$ cat src/rtl/voice_bank.sv
// voice_bank: time-multiplexed bank of oscillator + envelope voices.
// A sweep runs one voice per clock through a two-stage pipeline
// (stage 0: waveform/phase/envelope, stage 1: scale and accumulate);
// the enveloped voices are averaged into one mixed sample per sweep.
module voice_bank #(
    parameter  int NUM_VOICES  = 4,
    parameter  int BITDEPTH    = 14,
    parameter  int BITFRACTION = 8,
    localparam int VW          = (NUM_VOICES > 1) ? $clog2(NUM_VOICES) : 1
) (
    input  logic                clk,
    input  logic                rst_n,
    input  logic                sample_tick,
    input  logic                cfg_we,
    input  logic [VW-1:0]       cfg_voice,
    input  logic [1:0]          cfg_addr,
    input  logic [15:0]         cfg_wdata,
    output logic [BITDEPTH-1:0] mix_out,
    output logic                mix_valid,
    output logic                busy,
    output logic                overrun
);

    localparam int P  = BITDEPTH + BITFRACTION;
    localparam int AW = BITDEPTH + VW;
    localparam logic [VW-1:0] LAST_IDX = VW'(NUM_VOICES - 1);

    typedef enum logic [1:0] {
        ST_IDLE    = 2'd0,
        ST_ATTACK  = 2'd1,
        ST_SUSTAIN = 2'd2,
        ST_RELEASE = 2'd3
    } env_st_e;

    // Configuration register arrays
    logic [15:0] pitch_q  [NUM_VOICES];
    logic [7:0]  attack_q [NUM_VOICES];
    logic [7:0]  decay_q  [NUM_VOICES];
    logic [7:0]  pw_q     [NUM_VOICES];
    logic [2:0]  wf_q     [NUM_VOICES];
    logic        gate_q   [NUM_VOICES];

    // Per-voice running state
    logic [P-1:0] phase_q  [NUM_VOICES];
    logic [15:0]  env_q    [NUM_VOICES];
    env_st_e      st_q     [NUM_VOICES];
    logic [15:0]  lfsr_q;

    // Sweep control and pipeline
    logic                busy_q;
    logic                s0_act_q;
    logic [VW-1:0]       s0_idx_q;
    logic                s1_act_q;
    logic                s1_last_q;
    logic [BITDEPTH-1:0] s1_wave_q;
    logic [7:0]          s1_env_q;
    logic [AW-1:0]       acc_q;
    logic [BITDEPTH-1:0] mix_q;
    logic                mix_valid_q;
    logic                overrun_q;

    // Stage-0 combinational results
    logic [P-1:0]        cur_phase;
    logic [15:0]         cur_env;
    env_st_e             cur_st;
    logic                cur_gate;
    logic [7:0]          cur_attack;
    logic [7:0]          cur_decay;
    logic [BITDEPTH-1:0] wave;
    logic [P-1:0]        phase_d;
    logic [15:0]         env_d;
    env_st_e             st_d;
    logic [15:0]         lfsr_d;
    logic [16:0]         att_sum;
    logic [15:0]         att_env;
    logic [15:0]         dec_step;
    logic [15:0]         rel_env;

    // Stage-1 combinational results
    logic [BITDEPTH+7:0] prod;
    logic [BITDEPTH-1:0] voice_out;
    logic [AW-1:0]       acc_sum;
    logic                tick_accept;
    logic                unused_prod_bits;

    // A tick in the mix_valid cycle starts the next sweep; otherwise busy blocks it.
    assign tick_accept = sample_tick && (!busy_q || mix_valid_q);

    // Config writes: a voice in stage 0 this cycle still sees the old values.
    always_ff @(posedge clk or negedge rst_n) begin
        if (!rst_n) begin
            for (int i = 0; i < NUM_VOICES; i++) begin
                pitch_q[i]  <= 16'h0000;
                attack_q[i] <= 8'h00;
                decay_q[i]  <= 8'h00;
                pw_q[i]     <= 8'h00;
                wf_q[i]     <= 3'd0;
                gate_q[i]   <= 1'b0;
            end
        end else if (cfg_we) begin
            case (cfg_addr)
                2'd0: pitch_q[cfg_voice] <= cfg_wdata;
                2'd1: begin
                    attack_q[cfg_voice] <= cfg_wdata[15:8];
                    decay_q[cfg_voice]  <= cfg_wdata[7:0];
                end
                2'd2: begin
                    pw_q[cfg_voice] <= cfg_wdata[15:8];
                    wf_q[cfg_voice] <= cfg_wdata[2:0];
                end
                2'd3: gate_q[cfg_voice] <= cfg_wdata[0];
                default: ;
            endcase
        end
    end

    // Stage 0: waveform select, phase advance, envelope step for the current voice.
    always_comb begin
        cur_phase  = phase_q[s0_idx_q];
        cur_env    = env_q[s0_idx_q];
        cur_st     = st_q[s0_idx_q];
        cur_gate   = gate_q[s0_idx_q];
        cur_attack = attack_q[s0_idx_q];
        cur_decay  = decay_q[s0_idx_q];
        lfsr_d     = {lfsr_q[14:0], lfsr_q[15] ^ lfsr_q[13] ^ lfsr_q[12] ^ lfsr_q[10]};
        phase_d    = cur_phase + P'(pitch_q[s0_idx_q]);

        case (wf_q[s0_idx_q])
            3'd0: wave = cur_phase[P-1 -: BITDEPTH];
            3'd1: wave = cur_phase[P-1] ? {BITDEPTH{1'b0}} : {BITDEPTH{1'b1}};
            3'd2: wave = cur_phase[P-1] ? ~cur_phase[P-2 -: BITDEPTH] : cur_phase[P-2 -: BITDEPTH];
            3'd3: wave = (cur_phase[P-1 -: 8] < pw_q[s0_idx_q]) ? {BITDEPTH{1'b1}} : {BITDEPTH{1'b0}};
            3'd4: wave = lfsr_q[15 -: BITDEPTH];
            default: wave = {BITDEPTH{1'b0}};
        endcase

        att_sum  = {1'b0, cur_env} + {5'b00000, cur_attack, 4'h0};
        dec_step = {4'h0, cur_decay, 4'h0};
        if (cur_attack == 8'h00) begin
            att_env = 16'hFFFF;
        end else if (att_sum[16]) begin
            att_env = 16'hFFFF;
        end else begin
            att_env = att_sum[15:0];
        end
        if (cur_decay == 8'h00) begin
            rel_env = 16'h0000;
        end else if (cur_env < dec_step) begin
            rel_env = 16'h0000;
        end else begin
            rel_env = cur_env - dec_step;
        end

        env_d = cur_env;
        st_d  = cur_st;
        case (cur_st)
            ST_IDLE: begin
                if (cur_gate) st_d = ST_ATTACK;
                else          st_d = ST_IDLE;
            end
            ST_ATTACK: begin
                // Gate release wins over the attack increment.
                if (!cur_gate) begin
                    st_d = ST_RELEASE;
                end else begin
                    env_d = att_env;
                    if (att_env == 16'hFFFF) st_d = ST_SUSTAIN;
                    else                     st_d = ST_ATTACK;
                end
            end
            ST_SUSTAIN: begin
                if (!cur_gate) st_d = ST_RELEASE;
                else           st_d = ST_SUSTAIN;
            end
            ST_RELEASE: begin
                if (cur_gate) begin
                    st_d = ST_ATTACK;
                end else begin
                    env_d = rel_env;
                    if (rel_env == 16'h0000) st_d = ST_IDLE;
                    else                     st_d = ST_RELEASE;
                end
            end
            default: begin
                st_d  = ST_IDLE;
                env_d = 16'h0000;
            end
        endcase
    end

    // Stage 1: scale the waveform by the envelope and add it to the running sum.
    always_comb begin
        prod      = (BITDEPTH + 8)'(s1_wave_q) * (BITDEPTH + 8)'(s1_env_q);
        voice_out = prod[BITDEPTH+7:8];
        acc_sum   = acc_q + AW'(voice_out);
    end

    assign unused_prod_bits = ^prod[7:0];

    // Per-voice state update; only the voice in stage 0 changes, and only during a sweep.
    always_ff @(posedge clk or negedge rst_n) begin
        if (!rst_n) begin
            for (int i = 0; i < NUM_VOICES; i++) begin
                phase_q[i] <= {P{1'b0}};
                env_q[i]   <= 16'h0000;
                st_q[i]    <= ST_IDLE;
            end
            lfsr_q <= 16'hACE1;
        end else if (s0_act_q) begin
            phase_q[s0_idx_q] <= phase_d;
            env_q[s0_idx_q]   <= env_d;
            st_q[s0_idx_q]    <= st_d;
            if (wf_q[s0_idx_q] == 3'd4) lfsr_q <= lfsr_d;
        end
    end

    // Sweep sequencing, pipeline registers, mix output and overrun flag.
    always_ff @(posedge clk or negedge rst_n) begin
        if (!rst_n) begin
            busy_q      <= 1'b0;
            s0_act_q    <= 1'b0;
            s0_idx_q    <= {VW{1'b0}};
            s1_act_q    <= 1'b0;
            s1_last_q   <= 1'b0;
            s1_wave_q   <= {BITDEPTH{1'b0}};
            s1_env_q    <= 8'h00;
            acc_q       <= {AW{1'b0}};
            mix_q       <= {BITDEPTH{1'b0}};
            mix_valid_q <= 1'b0;
            overrun_q   <= 1'b0;
        end else begin
            mix_valid_q <= 1'b0;
            if (tick_accept) begin
                busy_q   <= 1'b1;
                s0_act_q <= 1'b1;
                s0_idx_q <= {VW{1'b0}};
                acc_q    <= {AW{1'b0}};
            end else begin
                if (s0_act_q) begin
                    s0_idx_q <= s0_idx_q + VW'(1);
                    if (s0_idx_q == LAST_IDX) s0_act_q <= 1'b0;
                end
                if (s1_act_q) begin
                    acc_q <= acc_sum;
                    if (s1_last_q) begin
                        mix_q       <= acc_sum[AW-1:VW];
                        mix_valid_q <= 1'b1;
                    end
                end
                if (mix_valid_q) busy_q <= 1'b0;
            end
            s1_act_q  <= s0_act_q;
            s1_last_q <= s0_act_q && (s0_idx_q == LAST_IDX);
            s1_wave_q <= wave;
            s1_env_q  <= env_d[15:8];
            if (sample_tick && busy_q && !mix_valid_q) overrun_q <= 1'b1;
        end
    end

    assign mix_out   = mix_q;
    assign mix_valid = mix_valid_q;
    assign busy      = busy_q;
    assign overrun   = overrun_q;

endmodule

$ cat config.mk
export PLATFORM = sky130hd
export DESIGN_NAME = voice_bank
export DESIGN_NICKNAME = d
export VERILOG_FILES = /design/src/rtl/voice_bank.sv
export SDC_FILE = /design/constraint.sdc
export NUM_CORES = 1
export LEC_CHECK = 0
export BUFFER_PORTS_ARGS = -buffer_cell sky130_fd_sc_hd__buf_2
export CAP_MARGIN = 20
export CORE_MARGIN = 2
export CORE_UTILIZATION = 60
export CTS_BUF_LIST = sky130_fd_sc_hd__clkbuf_8
export CTS_CLUSTER_DIAMETER = 100
export CTS_CLUSTER_SIZE = 24
export DETAILED_ROUTE_END_ITERATION = 6
export PLACE_DENSITY = 0.77
export SYNTH_ARGS = -nofsm -noshare
export SYNTH_HDL_FRONTEND = slang
export SYNTH_SLANG_ARGS = --single-unit
$ cat constraint.sdc
create_clock -name clk -period 18.78 [get_ports clk]
set_clock_uncertainty 0.1 [all_clocks]
set_input_delay 3.756 -clock clk [delete_from_list [all_inputs] [get_ports clk]]
set_output_delay 3.756 -clock clk [all_outputs]
set_load 0.02 [all_outputs]
==> results of run 1 <==
critical path: stages (launching register included):
cell,delay (ns)
dfrtp_1,0.55
and2_1,0.23
fa_1,0.45
fa_1,0.55
inv_1,0.05
fa_1,0.47
inv_1,0.06
fa_1,0.48
ha_1,0.22
a2111oi_0,0.36
o21a_1,0.19
o21bai_1,0.15
inv_1,0.06
a21oi_1,0.17
xnor2_1,0.17
inv_1,0.09
fa_1,0.44
nor2b_1,0.13
o21ai_0,0.12
a21boi_0,0.39
o211ai_1,0.22
o211ai_1,0.31
a31oi_1,0.17
or4b_2,0.65
nand3_1,0.08
metal layers:
metal  GRT usage  vias to the layer above  wire [um]  part of all wire
met3     0.02838                       75       1938             0.039
met2      0.4185                      290      25090              0.50
li1            -                     7049          -                 -
met5    0.001190                        -          0                 0
met1      0.3465                     7994      22030              0.44
met4     0.06185                        0       1220             0.024
final cells by class:
| type | count | area, um^2 |
|---|---|---|
| multi-input cells | 1368 | 12800 |
| diodes | 1 | 2.502 |
| fillers | 3017 | 14650 |
| repair buffers | 59 | 400.4 |
| clock buffers | 21 | 289.0 |
| flip-flops and latches | 412 | 10330 |
| clock inverters | 9 | 52.55 |
| inverters | 123 | 461.7 |
| well taps | 525 | 656.9 |
layout by cell type, fill, tap and decap left out, types with 18 or more instances in the layout:
cell type,n
mux4_2,81
fa_1,75
o21a_1,18
nor2_1,65
ha_1,97
mux2i_1,28
dfrtp_1,402
nor3_1,18
nand2_1,155
o31ai_1,26
buf_2,39
clkbuf_8,21
and2_1,88
a21oi_1,41
inv_1,127
o21ai_0,90
xnor2_1,50
xor2_1,20
mux2_2,284
kinds of logic after synthesis:
family,count (synthesis),share of synthesized area
compound gates,287,0.07888
xor+xnor,70,0.02553
fa+ha+maj,172,0.1131
buf+inv,226,0.03777
flops,412,0.4297
mux,396,0.2236
simple gates,443,0.09149
power breakdown:
group	internal, mW	leakage, nW	switching [mW]
Combinational	0.759	5.99	0.954
Clock	0.107	0.191	0.271
Sequential	1.12	5.27	0.168
Total	1.98	11.5	1.39
stage by stage:
| step | area (um^2) | setup slack [ns] |
|---|---|---|
| after floorplan | 24020 | 12.49 |
| after global placement | 24570 | 11.50 |
| after detailed placement | 24610 | 11.35 |
| after CTS | 24950 | 11.84 |
| after global routing | 24990 | 11.43 |
| final | 24990 | 11.85 |
registers in the layout, summed over array words and instances (netlist names):
| name | flops |
|---|---|
| s1_env_q | 8 |
| st_q | 8 |
| s0_idx_q | 2 |
| pitch_q | 64 |
| s1_last_q | 1 |
| pw_q | 32 |
| env_q | 64 |
| acc_q | 16 |
| s1_act_q | 1 |
| overrun | 1 |
| wf_q | 12 |
| s0_act_q | 1 |
| phase_q | 88 |
| s1_wave_q | 14 |
| attack_q | 32 |
| mix_out | 14 |
| busy | 1 |
| mix_valid | 1 |
| decay_q | 32 |
| gate_q | 4 |
| lfsr_q | 16 |
final timing paths:
kind                                   from     endpoint  slack (ns)  depth (start not counted)
worst max-delay path            s1_env_q[4]  mix_out[12]       11.85                         24
worst min-delay path                overrun      overrun        0.39                          1
worst max register to register  s1_env_q[4]  mix_out[12]       11.85                         24
worst min register to register      overrun      overrun        0.39                          1
max in group asynchronous             rst_n  s0_idx_q[1]       12.21                          4
min in group asynchronous             rst_n  decay_q[14]        3.13                          1
==> summary.txt, run 1 <==
Status
  – Status: finished clean

STA
  – Post-route setup TNS: 0 ns
  – Tmin final: 6.931 ns
  – Rel. slew slack: 0.2707
  – Hold WS: 0.3864 ns
  – Count of final setup violators: 0
  – Unrepaired setup endpoints after global routing: false
  – Hold Vio Cnt, Final: 0
  – Fin crit share: 0.3690
  – Slew Viols, Final: 0
  – Measured slew at the worst slew-check pin: 1.090 ns
  – Max Fclk: 0.1443 GHz

Synthesis
  – Area leader, netlist: dfrtp_1
  – Commonest cells in the netlist: 404 x dfrtp_1, 284 x mux2_2, 158 x nand2_1, 122 x inv_1, 97 x ha_1
  – Post-synth ARST share: 1.000
  – Sequential-to-total area share from yosys stat: 0.4297
  – Main synth FF type: dfrtp_1
  – Post-synth top area share: 0.4210
  – Post-Syn Instances: 2006
  – Syn avg cell area: 11.97 um^2
  – Post-synth EDFFs: 0
  – Synthesis-stage register bit count: 412
  – Synth top area cells: dfrtp_1 42%, mux2_2 13%, mux4_2 7.6%, fa_1 6.3%, ha_1 5.1%
  – Mapped Nets: 2202
  – Yosys cell types: 72
  – Cell area after synthesis: 0.02402 mm^2
  – YS warnings: 0
  – Most common cell in the netlist: dfrtp_1

Global routing
  – GRT overflow: 0
  – Initial antenna violation count: 0
  – Largest net degree at the start of global routing: 127
  – Vias in the first global route: 15770
  – First-pass GRT wire length: 82.68 mm
  – Total track usage: 0.2479

Power and ir drop
  – Overall Power: 3.376 mW
  – Leak Pwr: 11.46 nW
  – VDD IR max: 128.0 uV
  – Pwr dens: 135.1 mW/mm^2

Critical path
  – CP required: 19.22 ns
  – Crit path kind: reg -> reg
  – Kind of end point of the critical path: register
  – Worst-path fanout max: 14
  – Critical Path Source Type: register
  – CP Data Arrival Time: 7.37 ns

Floorplanning
  – Io pins: 41
  – Number of placement rows: 73
  – Die height: 204.1 um
  – Die area: 0.04164 mm^2
  – Initial core utilization: 0.6058
  – Core box area: 0.03964 mm^2
  – Die Width: 204.1 um

Clock network
  – Clk_lat worst skew: 0.62 ns
  – Root Driver: clkbuf_8
  – Post CTS Setup Buffer Count: 0
  – CTS max path bufs: 3
  – H-tree depth: 1
  – Resized cells post-CTS: 0
  – Number of hold buffers added after cts: 0
  – CTS Buf Count: 21
  – Clock-pin slew on the worst setup and hold paths: 0.15 ns
  – CTS tree: yes
  – Num Clock Sinks: 412

Finish
  – Non-Filler Instances: 2518
  – Fin nets: 2181
  – Core occupancy in the finished layout: 0.6305
  – Share of cells above drive strength 1: 0.2435
  – Area delta synth->final: 4.074%

Placed design
  – Inst Count DP: 2485
  – Port Buffers: 40
  – GPL Wtd Cong: 0.8569
  – Post-DP HPWL: 36.17 mm

Routing
  – Antenna Nets Post-Route: 0
  – Pre-antenna DRT Iters: 5
  – Vias per cell: 6.119
  – Total Wirelength: 50.28 mm
  – DR WL/cell: 19.97 um
  – DRT iter0 DRCs: 1020
  – DRC: 0
  – Vias: 15410

Run
  – Max-cap violations: 0

Worst hold path
  – Worst Hold Class: reg -> reg
No activity file was read; power rests on OpenSTA's default activity.
==> run 2, diff against run 1 <==
--- a/config.mk
+++ b/config.mk
@@ -5,6 +5,7 @@
 export SDC_FILE = /design/constraint.sdc
 export NUM_CORES = 1
 export LEC_CHECK = 0
+export ABC_AREA = 1
 export BUFFER_PORTS_ARGS = -buffer_cell sky130_fd_sc_hd__buf_2
 export CAP_MARGIN = 20
 export CORE_MARGIN = 2
==> constraint.sdc (replaced) <==
create_clock -name clk -period 6.9 [get_ports clk]
set_clock_uncertainty 0.1 [all_clocks]
set_input_delay 1.38 -clock clk [delete_from_list [all_inputs] [get_ports clk]]
set_output_delay 1.38 -clock clk [all_outputs]
set_load 0.02 [all_outputs]
==> run 2 against run 1 <==
Compared with the run above: area after synthesis up 3.5%; global-route usage up 4.3 points; final cell count up 44%; cell area up 2.1%; critical endpoint is now mix_out[10].
==> summary.txt, run 2 <==
Status
  – Status: finished clean

STA
  – Tmin final: 6.382 ns
  – Slew Viols, Final: 0
  – Hold Vio Cnt, Final: 0
  – Fin crit share: 0.9249
  – Unrepaired setup endpoints after global routing: false
  – Post-route setup TNS: 0 ns
  – Count of final setup violators: 0
  – Max Fclk: 0.1567 GHz
  – Rel. slew slack: 0.2952
  – Measured slew at the worst slew-check pin: 1.055 ns
  – Final worst slack: 0.5185 ns

Routing
  – DRC: 0
  – DR WL/cell: 17.37 um
  – Pre-antenna DRT Iters: 6
  – Total Wirelength: 62.79 mm
  – Vias: 20960
  – Antenna Nets Post-Route: 0
  – Vias per cell: 5.800
  – DRT iter0 DRCs: 2042

Floorplanning
  – Die Width: 207.5 um
  – Initial core utilization: 0.6086
  – Number of placement rows: 74
  – Die area: 0.04306 mm^2
  – Core box area: 0.04083 mm^2
  – Die height: 207.5 um
  – Io pins: 41

Synthesis
  – YS warnings: 0
  – Commonest cells in the netlist: 975 x nand2_1, 404 x dfrtp_1, 374 x o21ai_0, 305 x inv_1, 177 x nor2_1
  – Synth top area cells: dfrtp_1 41%, nand2_1 15%, o21ai_0 7.5%, fa_1 6.0%, ha_1 4.9%
  – Yosys cell types: 53
  – Syn avg cell area: 7.869 um^2
  – Post-synth ARST share: 1.000
  – Mapped Nets: 3354
  – Post-synth EDFFs: 0
  – Area leader, netlist: dfrtp_1
  – Synthesis-stage register bit count: 412
  – Most common cell in the netlist: nand2_1
  – Sequential-to-total area share from yosys stat: 0.4153
  – Main synth FF type: dfrtp_1
  – Post-synth top area share: 0.4068
  – Post-Syn Instances: 3158
  – Cell area after synthesis: 0.02485 mm^2

Clock network
  – Number of hold buffers added after cts: 0
  – CTS Buf Count: 21
  – H-tree depth: 1
  – Root Driver: clkbuf_8
  – Clk_lat worst skew: 0.65 ns
  – CTS tree: yes
  – Post CTS Setup Buffer Count: 0
  – Clock-pin slew on the worst setup and hold paths: 0.14 ns
  – CTS max path bufs: 3
  – Num Clock Sinks: 412

Placed design
  – Port Buffers: 40
  – Post-DP HPWL: 42.99 mm
  – Pre-CTS setup slack: 0.4788 ns
  – GPL Wtd Cong: 0.9506

Global routing
  – Vias in the first global route: 20320
  – First-pass GRT wire length: 102.9 mm
  – GRT overflow: 0
  – Initial antenna violation count: 0
  – Largest net degree at the start of global routing: 161
  – Total track usage: 0.2912

Finish
  – Commonest non-fill, non-tap cell in the layout: nand2_1
  – Most frequent cells in the layout: 971 x nand2_1, 401 x dfrtp_1, 374 x o21ai_0, 310 x inv_1, 177 x nor2_1
  – Top reg by flops: phase_q
  – # fillers: 3579
  – Share of cells above drive strength 1: 0.05548
  – Area of the multi-input gates: 0.01248 mm^2
  – Sequential standard cell area: 0.01033 mm^2
  – Fin nets: 3271
  – Area delta synth->final: 2.734%
  – Top Registers: phase_q (88), env_q (64), pitch_q (64)
  – Number of diodes: 0
  – Max reg flops: 88

Critical path
  – CP required: 7.31 ns
  – Crit path kind: reg -> reg
  – Critical Path Source Type: register
  – Worst-path fanout max: 14
  – Crit path launch: s1_env_q[4]
  – Kind of end point of the critical path: register
  – CP Data Arrival Time: 6.79 ns
  – CP endpoint: mix_out[10]
  – Worst r2r src: s1_env_q[4]
  – Worst r2r dst: mix_out[10]
  – FF-to-FF path depth: 23
  – Reg2reg setup slack: 0.52 ns

Run
  – Max-cap violations: 0

Worst hold path
  – Worst Hold Class: reg -> reg
==> run 2: cell count changes in the layout (fill, tap and decap cells not counted), moves of 90 or more <==
cell     previous run  this run
nor2_1             65       177
nand3_1            17       141
mux2_2            284         0
o21ai_0            90       374
a21oi_1            41       131
inv_1             127       310
nand2_1           155       971
==> run 2: routing by layer <==
layer	GRT usage	vias up	share of wire
met3	0.04402	150	0.067
met4	0.1030	0	0.034
met1	0.3888	10100	0.42
met5	0	-	0
met2	0.4864	731	0.48
li1	-	9980	-
==> run 2: logic make-up (layout without fill, tap and decap cells) <==
logic type	Yosys count	in the layout	synth area share
DFF	412	412	0.4153
AOI/OAI and AO/OA	657	657	0.1499
xor gates and xnor gates	64	64	0.02256
buffers and inverters	497	421	0.08332
adders and majority gates	172	172	0.1093
and+or+nand+nor	1356	1356	0.2197
==> run 2: area by class of cell <==
type | instances | share of cell area
Tap cell | 532 | 0.02607
Clock buffer | 22 | 0.01186
Multi-Input combinational cell | 2249 | 0.4889
Timing Repair Buffer | 69 | 0.01926
Inverter | 322 | 0.04744
Sequential cell | 412 | 0.4045
Clock inverter | 8 | 0.001960
==> run 2: worst min-delay path by stage <==
stage,cells after the start,start,endpoint,slack (ns)
6_report,2,lfsr_q[7],lfsr_q[7],0.39
5_1_grt,2,lfsr_q[6],lfsr_q[6],0.41
4_1_cts,2,lfsr_q[6],lfsr_q[6],0.39
3_5_place_dp,2,env_q[42],env_q[42],0.36
3_3_place_gp,2,env_q[42],env_q[42],0.36
2_1_floorplan,0,s0_act_q,s1_act_q,0.25
==> run 2: repair_timing <==
action / CTS / global route
endpoints found under the setup margin: 0 / 2
hold endpoints to repair: 0 / 0
resized for setup: 0 / 1
==> run 2: through the flow <==
step / utilization / cells / area, um^2 / hold WS [ns]
after floorplan: - / 3158 / 24850 / 0.2519
after global placement: 0.6149 / 3580 / 25110 / 0.3569
after detailed placement: 0.6149 / 3580 / 25110 / 0.3598
after CTS: 0.6236 / 3610 / 25460 / 0.3942
after global routing: 0.6253 / 3614 / 25530 / 0.4118
final: 0.6253 / 3614 / 25530 / 0.3888
==> run 2: worst max-delay path: stages (launching register included) <==
cell	delay, ns
dfrtp_1	0.68
nand2_1	0.15
fa_1	0.51
fa_1	0.49
inv_1	0.05
fa_1	0.51
fa_1	0.50
ha_1	0.34
a21oi_1	0.12
nor2b_1	0.18
o21ai_0	0.19
nand2_1	0.10
nand2_1	0.08
nand2_1	0.07
o211ai_1	0.18
xor2_1	0.20
ha_1	0.35
a21oi_1	0.13
a21boi_0	0.38
o21ai_0	0.22
a31oi_1	0.26
o21ai_0	0.13
xor2_1	0.19
o21ai_0	0.11
Power of run 2 is left out: the tool's default activity adds up to more than one toggle a clock period on the data nets, which glitch-free logic cannot reach.
